<file path="config.mk">
export PLATFORM = sky130hd
export DESIGN_NAME = win33_tile_sched
export DESIGN_NICKNAME = d
export VERILOG_FILES = /design/src/rtl/win33_tile_sched.sv
export SDC_FILE = /design/constraint.sdc
export NUM_CORES = 1
export LEC_CHECK = 0
export ABC_AREA = 0
export BUFFER_PORTS_ARGS = -buffer_cell sky130_fd_sc_hd__buf_4
export CAP_MARGIN = 20
export CORE_ASPECT_RATIO = 1.4
export CORE_MARGIN = 2
export CORE_UTILIZATION = 34
export CTS_CLUSTER_SIZE = 8
export DETAILED_ROUTE_END_ITERATION = 8
export PLACE_DENSITY = 0.61
export SYNTH_ARGS = -nofsm -noshare
export SYNTH_HDL_FRONTEND = slang
export SYNTH_SLANG_ARGS = --single-unit
</file>
<file path="constraint.sdc">
create_clock -name clk -period 2.6 [get_ports clk]
set_clock_uncertainty 0.15 [all_clocks]
set_input_delay 0 -clock clk [delete_from_list [all_inputs] [get_ports clk]]
set_output_delay 0 -clock clk [all_outputs]
set_load 0.05 [all_outputs]
</file>
<file path="src/rtl/win33_tile_sched.sv">
// rtl/win33_tile_sched.sv - Winograd F(2x2,3x3) tile scheduler
// Walks the input map in 4x4 stride-2 tiles: fetch, fire engine, wait, hand off result.
module win33_tile_sched #(
  parameter int FMAP_W  = 32,
  parameter int FMAP_H  = 32,
  parameter int ADDR_W  = 10,
  parameter int TIMEOUT = 255
) (
  input  logic              clk,
  input  logic              rst_n,
  input  logic              start,
  input  logic [1:0]        cfg_bitwidth,
  output logic              busy,
  output logic              done,
  output logic              err_timeout,
  output logic              act_req,
  output logic [ADDR_W-1:0] act_row,
  output logic [ADDR_W-1:0] act_col,
  input  logic              act_ack,
  output logic              win_enable,
  output logic [1:0]        win_bitwidth,
  input  logic              win_done,
  input  logic [127:0]      win_f,
  output logic              out_valid,
  output logic [127:0]      out_data,
  output logic [ADDR_W-1:0] out_idx,
  input  logic              out_ready
);

  typedef enum logic [2:0] {
    S_IDLE, S_FETCH, S_FIRE, S_WAIT, S_WRITE, S_ADVANCE, S_DONE
  } state_t;

  localparam int CNT_W = $clog2(TIMEOUT + 1);
  // The counter starts at 0 in the first WAIT cycle; ending at TIMEOUT-2 makes
  // err_timeout rise exactly TIMEOUT cycles after the win_enable pulse.
  localparam logic [CNT_W-1:0]  CNT_LAST = CNT_W'(TIMEOUT - 2);
  localparam logic [ADDR_W-1:0] COL_LAST = ADDR_W'(FMAP_W - 4);
  localparam logic [ADDR_W-1:0] ROW_LAST = ADDR_W'(FMAP_H - 4);
  localparam logic [ADDR_W-1:0] STEP     = ADDR_W'(2);
  localparam logic [ADDR_W-1:0] ONE      = ADDR_W'(1);

  state_t              state_q, state_d;
  logic [1:0]          bw_q, bw_d;
  logic                err_q, err_d;
  logic [ADDR_W-1:0]   row_q, row_d;
  logic [ADDR_W-1:0]   col_q, col_d;
  logic [ADDR_W-1:0]   idx_q, idx_d;
  logic [127:0]        data_q, data_d;
  logic [CNT_W-1:0]    cnt_q, cnt_d;

  always_ff @(posedge clk or negedge rst_n) begin
    if (!rst_n) begin
      state_q <= S_IDLE;
      bw_q    <= 2'b00;
      err_q   <= 1'b0;
      row_q   <= '0;
      col_q   <= '0;
      idx_q   <= '0;
      data_q  <= '0;
      cnt_q   <= '0;
    end else begin
      state_q <= state_d;
      bw_q    <= bw_d;
      err_q   <= err_d;
      row_q   <= row_d;
      col_q   <= col_d;
      idx_q   <= idx_d;
      data_q  <= data_d;
      cnt_q   <= cnt_d;
    end
  end

  always_comb begin
    state_d = state_q;
    bw_d    = bw_q;
    err_d   = err_q;
    row_d   = row_q;
    col_d   = col_q;
    idx_d   = idx_q;
    data_d  = data_q;
    cnt_d   = cnt_q;
    unique case (state_q)
      S_IDLE: begin
        if (start) begin
          bw_d    = cfg_bitwidth;
          err_d   = 1'b0;
          row_d   = '0;
          col_d   = '0;
          idx_d   = '0;
          state_d = S_FETCH;
        end
      end
      S_FETCH: begin
        if (act_ack) state_d = S_FIRE;
      end
      S_FIRE: begin
        cnt_d   = '0;
        state_d = S_WAIT;
      end
      S_WAIT: begin
        // A completion in the final wait cycle still beats the timeout.
        if (win_done) begin
          data_d  = win_f;
          state_d = S_WRITE;
        end else if (cnt_q == CNT_LAST) begin
          err_d   = 1'b1;
          state_d = S_DONE;
        end else begin
          cnt_d = cnt_q + CNT_W'(1);
        end
      end
      S_WRITE: begin
        if (out_ready) state_d = S_ADVANCE;
      end
      S_ADVANCE: begin
        idx_d = idx_q + ONE;
        if (row_q == ROW_LAST && col_q == COL_LAST) begin
          state_d = S_DONE;
        end else begin
          if (col_q == COL_LAST) begin
            col_d = '0;
            row_d = row_q + STEP;
          end else begin
            col_d = col_q + STEP;
          end
          state_d = S_FETCH;
        end
      end
      S_DONE: begin
        state_d = S_IDLE;
      end
      default: begin
        state_d = S_IDLE;
      end
    endcase
  end

  assign busy         = (state_q != S_IDLE);
  assign done         = (state_q == S_DONE);
  assign act_req      = (state_q == S_FETCH);
  assign win_enable   = (state_q == S_FIRE);
  assign out_valid    = (state_q == S_WRITE);
  assign err_timeout  = err_q;
  assign act_row      = row_q;
  assign act_col      = col_q;
  assign win_bitwidth = bw_q;
  assign out_data     = data_q;
  assign out_idx      = idx_q;

endmodule

</file>
==> results.rst, run 1 <==
.. list-table::
   :header-rows: 1

   * - Metric
     - Value
   * - Worst Hold Class
     - in -> reg
   * - Final period demand of the worst path
     - 2.48 ns
   * - Clk_lat worst skew
     - 0.42 ns
   * - Largest net degree at the start of global routing
     - 72
   * - Clock buffer count from CTS
     - 17
   * - Syn Inst Count
     - 529
   * - IO Count
     - 302
   * - Yosys cell types
     - 56
   * - Final total negative setup slack
     - 0 ns
   * - Vias in the first global route
     - 6,287
   * - Area used by multi-input combinational logic
     - 2680 um^2
   * - Relative slew margins
     - 0.546
   * - Slew Limit Fails
     - 0
   * - Leading cell type in the layout, fill and taps excluded
     - sky130_fd_sc_hd__buf_4
   * - Number of vias per cell after detailed routing
     - 4.81
   * - Vias
     - 5,973
   * - Final wirelength
     - 21.4 mm
   * - Filler cell count
     - 1,699
   * - Floorplan die width
     - 126 um
   * - First-pass GRT wire length
     - 33.7 mm
   * - Portion of total power attributed to sequential cells
     - 0.285
   * - Number of antenna violations at the first check in global routing
     - 1
   * - Longest Clk Path Bufs
     - 2
   * - Leakage Power
     - 5.45 nW
   * - Design internal power
     - 8.20 mW
   * - Global routing usage summed across all routing layers
     - 0.194
   * - Cell at the root of the clock tree
     - sky130_fd_sc_hd__clkbuf_16
   * - Fraction of the cycle the final worst path needs
     - 0.952
   * - Most instantiated flip-flop cell in the synthesis netlist
     - sky130_fd_sc_hd__dfrtp_1
   * - Part of the power in combinational logic
     - 0.557
   * - Crit. End Element
     - register
   * - Die footprint
     - 21,900 um^2
   * - Worst-path maximum fanout
     - 8
   * - P&R area growth vs syn
     - 65.1%
   * - Port Buf Inserts
     - 299
   * - Post-detail-place hpwl
     - 14.5 mm
   * - Share of the yosys chip area belonging to registers
     - 0.603
   * - TritonRoute pass-1 iters
     - 4
   * - Slew at the pin with the worst max-slew slack
     - 0.675 ns
   * - Clock net sink count
     - 170
   * - Placed instance area
     - 9670 um^2
   * - Worst setup path class
     - reg -> reg
   * - Setup repair after global routing missed its margin
     - false
   * - Peak supply drop
     - 0.000790 V
   * - Synthesized area divided by synthesized cell count
     - 13.3 um^2
   * - Proportion of register bits with asynchronous set or reset after synthesis
     - 1.00
   * - Achievable frequency
     - 0.404 GHz
   * - Clock-pin slew on the worst setup and hold paths
     - 0.08 ns
   * - Outcome
     - completed
   * - EDFF count, synth
     - 0
   * - Number of synthesis warnings
     - 0
   * - Final Hold Violating Endpoints
     - 0
   * - Number of levels in the clock H-tree
     - 4
   * - Antenna Nets Post-Route
     - 0
   * - Cell Area, Synth
     - 7050 um^2
   * - Proportion of layout cells with a drive suffix above 1
     - 0.488
   * - Post-DR wirelength/cell
     - 17.2 um
   * - Critical path data required time
     - 2.75 ns
   * - Startpoint type of the worst setup path
     - register
   * - Setup-failing EPs final
     - 0
   * - Power per unit of standard cell area
     - 1370 nW/um^2
   * - Number of flip-flops and latches in the synthesized netlist
     - 170
   * - # diodes
     - 0
   * - Height of the die
     - 174 um
   * - Net switching fraction of the power
     - 0.487
   * - Overflow left after global routing
     - 0
   * - Nets@finish
     - 1,113
   * - Reported max-cap violation count
     - 0
   * - Initial core utilization
     - 0.346
   * - Layout Cell Area excl Fill
     - 11,600 um^2
   * - Post-route DRC
     - 0
   * - Share of total power in the clock network
     - 0.158
   * - Worst EP arrival
     - 2.62 ns
   * - Switching Power
     - 7.78 mW
   * - Sequential standard cell area
     - 4260 um^2
   * - Clock tree from TritonCTS
     - yes
   * - Leading cell types in the layout, fill and taps excluded
     - sky130_fd_sc_hd__buf_4 (308), sky130_fd_sc_hd__dfrtp_1 (169), sky130_fd_sc_hd__dlygate4sd3_1 (138), sky130_fd_sc_hd__mux2_2 (130), sky130_fd_sc_hd__nand2_1 (27)
   * - Core box area
     - 20,400 um^2
   * - Initial DRC count
     - 221
   * - Final RePlAce weighted congestion
     - 0.793
   * - Row cnt
     - 62
-- logic make-up (layout without fill, tap and decap cells) --
family | after synthesis | count (layout) | share of synthesized area
multiplexers | 131 | 131 | 0.209
other | 1 | 2 | 0.000532
flip-flops | 170 | 170 | 0.603
AND/OR/NAND/NOR | 113 | 113 | 0.0850
adder cells (fa/ha/maj) | 5 | 5 | 0.00887
AO/OA/AOI/OAI | 74 | 74 | 0.0690
buffers and inverters | 31 | 486 | 0.0193
XOR/XNOR | 4 | 4 | 0.00497
-- power groups by stage --
stage / combinational [mW] / sequential (mW) / clock [mW]
3_5_place_dp: 8.72 / 4.57 / 0
6_report: 8.90 / 4.55 / 2.53
4_1_cts: 8.93 / 4.53 / 2.60
5_1_grt: 9.24 / 4.73 / 2.70
2_1_floorplan: 2.00 / 8.43 / 0
3_3_place_gp: 8.69 / 4.51 / 0
-- per-layer routing --
layer  GRT usage  wire length (um)  vias to the layer above
met3      0.0508              1140                       35
met2       0.348             11700                      193
li1            -                 -                     2810
met4      0.0690               508                        2
met1       0.221              8070                     2933
met5           0                16                        -
-- stage by stage --
| step | cells | util | hold slack [ns] | total power [mW] | setup slack (ns) |
|---|---|---|---|---|---|
| after floorplan | 530 | - | -0.446 | 10.4 | 0.221 |
| after global placement | 1071 | 0.474 | -0.115 | 13.2 | 0.306 |
| after detailed placement | 1071 | 0.474 | -0.115 | 13.3 | 0.280 |
| after CTS | 1241 | 0.571 | 0.0805 | 16.1 | 0.0604 |
| after global routing | 1241 | 0.571 | 0.0981 | 16.7 | 0.0366 |
| final | 1241 | 0.571 | 0.0887 | 16.0 | 0.124 |
-- path summary, 6_finish.rpt --
check / to / cells past startpoint / startpoint / slack [ns]
min reg2reg: out_idx[9] / 1 / out_idx[9] / 0.34
max in group asynchronous: out_data[104] / 4 / rst_n / 0.38
min in group asynchronous: out_data[121] / 3 / rst_n / 0.49
max: state_q[0] / 5 / act_row[5] / 0.12
min: err_timeout / 4 / start / 0.09
max reg2reg: state_q[0] / 5 / act_row[5] / 0.12
-- critical path: stages, from the launching register on --
cell,delay [ns]
sky130_fd_sc_hd__dfrtp_2,0.45
sky130_fd_sc_hd__or4_4,0.56
sky130_fd_sc_hd__or3_1,0.38
sky130_fd_sc_hd__o21ai_1,0.15
sky130_fd_sc_hd__o211ai_1,0.10
sky130_fd_sc_hd__dlygate4sd3_1,0.56
-- area by class of cell --
class | instances | share of cell area
repair buffers | 451 | 0.325
inverters | 3 | 0.000967
well taps | 256 | 0.0275
clock buffers | 18 | 0.0377
multi-input cells | 329 | 0.230
flip-flops and latches | 170 | 0.366
clock inverters | 14 | 0.0132
-- repair_timing --
item,in CTS,in global routing
hold buffers,138,0
resized for setup,0,2
endpoints found under the setup margin,0,1
setup buffers,0,0
endpoints found under the hold margin,309,0
-- state kept, by name, summed over array words and instances (netlist names) --
register      count
win_bitwidth      2
out_data        128
cnt_q             8
state_q           3
act_col           9
act_row           9
out_idx          10
err_timeout       1
-- synth_stat cells (2+ instances only) --
cell type | n | area share
sky130_fd_sc_hd__a2111oi_0 | 2 | 0.0025
sky130_fd_sc_hd__a211oi_1 | 2 | 0.0021
sky130_fd_sc_hd__a21boi_0 | 3 | 0.0032
sky130_fd_sc_hd__a21o_1 | 2 | 0.0021
sky130_fd_sc_hd__a21oi_1 | 7 | 0.0050
sky130_fd_sc_hd__a2bb2oi_1 | 2 | 0.0025
sky130_fd_sc_hd__a31oi_1 | 5 | 0.0044
sky130_fd_sc_hd__and2_1 | 3 | 0.0027
sky130_fd_sc_hd__and3_1 | 7 | 0.0062
sky130_fd_sc_hd__buf_2 | 4 | 0.0028
sky130_fd_sc_hd__buf_4 | 2 | 0.0021
sky130_fd_sc_hd__clkbuf_1 | 20 | 0.011
sky130_fd_sc_hd__dfrtp_1 | 170 | 0.60
sky130_fd_sc_hd__ha_1 | 5 | 0.0089
sky130_fd_sc_hd__inv_1 | 3 | 0.0016
sky130_fd_sc_hd__mux2_2 | 130 | 0.21
sky130_fd_sc_hd__nand2_1 | 27 | 0.014
sky130_fd_sc_hd__nand2b_1 | 2 | 0.0018
sky130_fd_sc_hd__nand3_1 | 16 | 0.011
sky130_fd_sc_hd__nand3b_1 | 2 | 0.0021
sky130_fd_sc_hd__nand4_1 | 7 | 0.0062
sky130_fd_sc_hd__nor2_1 | 13 | 0.0069
sky130_fd_sc_hd__nor2b_1 | 3 | 0.0027
sky130_fd_sc_hd__nor3_1 | 13 | 0.0092
sky130_fd_sc_hd__nor3b_1 | 3 | 0.0032
sky130_fd_sc_hd__nor4_1 | 3 | 0.0027
sky130_fd_sc_hd__o211ai_1 | 7 | 0.0075
sky130_fd_sc_hd__o21ai_0 | 26 | 0.018
sky130_fd_sc_hd__o22a_1 | 4 | 0.0050
sky130_fd_sc_hd__o31ai_1 | 3 | 0.0032
sky130_fd_sc_hd__o32ai_1 | 2 | 0.0025
sky130_fd_sc_hd__or3_1 | 4 | 0.0035
sky130_fd_sc_hd__xnor2_1 | 4 | 0.0050
No activity file was read; power rests on OpenSTA's default activity.
==> run 2, diff against run 1 <==
--- a/config.mk
+++ b/config.mk
@@ -9,7 +9,6 @@
 export BUFFER_PORTS_ARGS = -buffer_cell sky130_fd_sc_hd__buf_4
 export CAP_MARGIN = 20
 export CORE_ASPECT_RATIO = 1.4
-export CORE_MARGIN = 2
 export CORE_UTILIZATION = 34
 export CTS_CLUSTER_SIZE = 8
 export DETAILED_ROUTE_END_ITERATION = 8
==> run 2 against run 1 <==
Effect of this change:
- clock power increased by 17%
- count of clock-buffer cells in the layout stayed put
- cell count grew 0.56%
- critical endpoint is now act_row[5]
- first-iteration DRC count grew 23%
- die area shrank 2.7%
- non-clock buffer count is 7 higher
==> results.rst, run 2 (synthesized netlist as in run 1, its figures left out) <==
.. list-table::
   :header-rows: 1

   * - Metric
     - Value
   * - Post-DR wirelength/cell
     - 16.9 um (was 17.2 um)
   * - Post-layout utilization of the core
     - 0.578 (was 0.571)
   * - Worst reg-to-reg path cell count
     - 4 (was 5)
   * - Clock tree from TritonCTS
     - yes (unchanged)
   * - Worst-path maximum fanout
     - 7 (was 8)
   * - Leading cell type in the layout, fill and taps excluded
     - sky130_fd_sc_hd__buf_4 (unchanged)
   * - Achievable frequency
     - 0.433 GHz (was 0.404 GHz)
   * - Hold Slack
     - 0.00694 ns (was 0.0887 ns)
   * - # diodes
     - 0 (unchanged)
   * - Final Hold Violating Endpoints
     - 0 (unchanged)
   * - Outcome
     - completed (unchanged)
   * - Number of vias per cell after detailed routing
     - 4.83 (was 4.81)
   * - Clock buffer count from CTS
     - 17 (unchanged)
   * - Max FFs per register
     - 128 (unchanged)
   * - Post-detail-place hpwl
     - 14.0 mm (was 14.5 mm)
   * - Largest stage delay, worst path
     - 0.60 ns (was 0.56 ns)
   * - Post-route insts no fill
     - 1,248 (was 1,241)
   * - Vias
     - 6,029 (was 5,973)
   * - Overflow left after global routing
     - 0 (unchanged)
   * - Final period demand of the worst path
     - 2.31 ns (was 2.48 ns)
   * - Post-route DRC
     - 0 (unchanged)
   * - Worst setup path class
     - reg -> reg (unchanged)
   * - Clk_lat worst skew
     - 0.43 ns (was 0.42 ns)
   * - Initial core utilization
     - 0.346 (unchanged)
   * - Number of levels in the clock H-tree
     - 4 (unchanged)
   * - Slowest cell on the critical path
     - sky130_fd_sc_hd__nor4_1 (was sky130_fd_sc_hd__or4_4)
   * - Cell at the root of the clock tree
     - sky130_fd_sc_hd__clkbuf_16 (unchanged)
   * - First-pass GRT wire length
     - 31.6 mm (was 33.7 mm)
   * - TritonRoute pass-1 iters
     - 4 (unchanged)
   * - Number of antenna violations at the first check in global routing
     - 0 (was 1)
   * - Leakage Power
     - 5.53 nW (was 5.45 nW)
   * - P&R area growth vs syn
     - 67.3% (was 65.1%)
   * - Relative slew margins
     - 0.575 (was 0.546)
   * - Antenna Nets Post-Route
     - 0 (unchanged)
   * - Clock net sink count
     - 170 (unchanged)
   * - Worst Slack Setup Final
     - 0.289 ns (was 0.124 ns)
   * - Fraction of the cycle the final worst path needs
     - 0.889 (was 0.952)
   * - Setup repair after global routing missed its margin
     - false (unchanged)
   * - Leading cell types in the layout, fill and taps excluded
     - sky130_fd_sc_hd__buf_4 (316), sky130_fd_sc_hd__dfrtp_1 (170), sky130_fd_sc_hd__dlygate4sd3_1 (136), sky130_fd_sc_hd__mux2_2 (130), sky130_fd_sc_hd__nand2_1 (27) (was sky130_fd_sc_hd__buf_4 (308), sky130_fd_sc_hd__dfrtp_1 (169), sky130_fd_sc_hd__dlygate4sd3_1 (138), sky130_fd_sc_hd__mux2_2 (130), sky130_fd_sc_hd__nand2_1 (27))
   * - Crit path cell chain
     - nor4_1 -> a31oi_1 -> or3_1 -> o22a_2 (was or4_4 -> or3_1 -> o21ai_1 -> o211ai_1 -> dlygate4sd3_1)
   * - Placed instance area
     - 9730 um^2 (was 9670 um^2)
   * - IO Count
     - 302 (unchanged)
   * - Clock-pin slew on the worst setup and hold paths
     - 0.07 ns (was 0.08 ns)
   * - Total power of the final layout
     - 16.4 mW (was 16.0 mW)
   * - Slew Limit Fails
     - 0 (unchanged)
   * - Setup slack at placement
     - 0.315 ns (was 0.280 ns)
   * - Floorplan die width
     - 124 um (was 126 um)
   * - Vias in the first global route
     - 6,224 (was 6,287)
   * - Power per unit of standard cell area
     - 1390 nW/um^2 (was 1370 nW/um^2)
   * - Die footprint
     - 21,300 um^2 (was 21,900 um^2)
   * - Final wirelength
     - 21.1 mm (was 21.4 mm)
   * - Height of the die
     - 172 um (was 174 um)
   * - GRT Max-Usage Layer
     - met2 (unchanged)
   * - Worst Hold Class
     - in -> async (was in -> reg)
   * - Row cnt
     - 62 (unchanged)
   * - Peak supply drop
     - 0.000966 V (was 0.000790 V)
   * - Worst EP arrival
     - 2.49 ns (was 2.62 ns)
   * - Proportion of layout cells with a drive suffix above 1
     - 0.493 (was 0.488)
   * - Longest Clk Path Bufs
     - 2 (unchanged)
   * - Port Buf Inserts
     - 299 (unchanged)
   * - Cell count after placement
     - 1,079 (was 1,071)
   * - Crit. End Element
     - register (unchanged)
   * - Largest net degree at the start of global routing
     - 55 (was 72)
   * - Final RePlAce weighted congestion
     - 0.817 (was 0.793)
   * - Nets@finish
     - 1,120 (was 1,113)
   * - Routing usage on met1
     - 0.217 (was 0.221)
   * - Layout Cell Area excl Fill
     - 11,800 um^2 (was 11,600 um^2)
   * - Met3 layer usage reported by global route
     - 0.0521 (was 0.0508)
   * - Final total negative setup slack
     - 0 ns (unchanged)
   * - Reported max-cap violation count
     - 0 (unchanged)
   * - Initial DRC count
     - 272 (was 221)
   * - Critical path data required time
     - 2.78 ns (was 2.75 ns)
   * - Core box area
     - 20,400 um^2 (unchanged)
   * - Number of buffers inserted to repair setup after CTS
     - 0 (unchanged)
   * - Slew at the pin with the worst max-slew slack
     - 0.632 ns (was 0.675 ns)
   * - Setup-failing EPs final
     - 0 (unchanged)
   * - Filler cell count
     - 1,696 (was 1,699)
   * - Met2 global-route usage
     - 0.347 (was 0.348)
   * - Global routing usage summed across all routing layers
     - 0.196 (was 0.194)
   * - Startpoint type of the worst setup path
     - register (unchanged)
==> run 2: cell count changes in the layout (fill, tap and decap cells not counted), sizes merged <==
cell	before	now
inv	8	6
buf	313	322
bufinv	0	6
clkinv	8	1
dlygate4sd3	138	136
clkinvlp	1	4
==> run 2: layer usage <==
metal  part of all wire  wire, um
met1               0.39      8170
met2               0.54     11300
met3              0.051      1090
met4              0.027       562
met5                  0         0
==> run 2: critical path: cells and delay by family, from the launching register on <==
kind	cells	cell delay, ns
AOI/OAI and AO/OA	2	0.50
and+or+nand+nor	2	1.13
DFF	1	0.43
==> run 2: path summary, 6_finish.rpt <==
kind / start / endpoint / slack, ns
setup reg to reg: act_col[6] / act_row[5] / 0.29
hold reg to reg: out_idx[9] / out_idx[9] / 0.34
setup / recovery: act_col[6] / act_row[5] / 0.29
min in group clk: win_f[25] / out_data[25] / 0.18
max in group asynchronous: rst_n / out_data[123] / 1.91
hold / removal: rst_n / out_data[36] / 0.007
==> run 2: layout make-up <==
| cell class | instances | area, um^2 | share of cell area |
|---|---|---|---|
| Clock buffer | 18 | 439 | 0.0372 |
| Tap cell | 256 | 320 | 0.0272 |
| Sequential cell | 170 | 4250 | 0.361 |
| Multi-Input combinational cell | 329 | 2680 | 0.227 |
| Inverter | 3 | 11.3 | 0.000955 |
| Timing Repair Buffer | 458 | 3850 | 0.327 |
| Clock inverter | 14 | 241 | 0.0205 |
==> run 2: power by group <==
| group | switching (mW) | leakage [nW] | internal, mW |
|---|---|---|---|
| Combinational | 5.81 | 3.12 | 3.08 |
| Sequential | 0.744 | 2.09 | 3.83 |
| Clock | 1.11 | 0.320 | 1.84 |
==> run 2: repair_timing <==
item / in CTS / in global routing
resized for setup: 0 / 0
setup endpoints to repair: 0 / 0
endpoints found under the hold margin: 308 / 0
hold buffers: 137 / 0
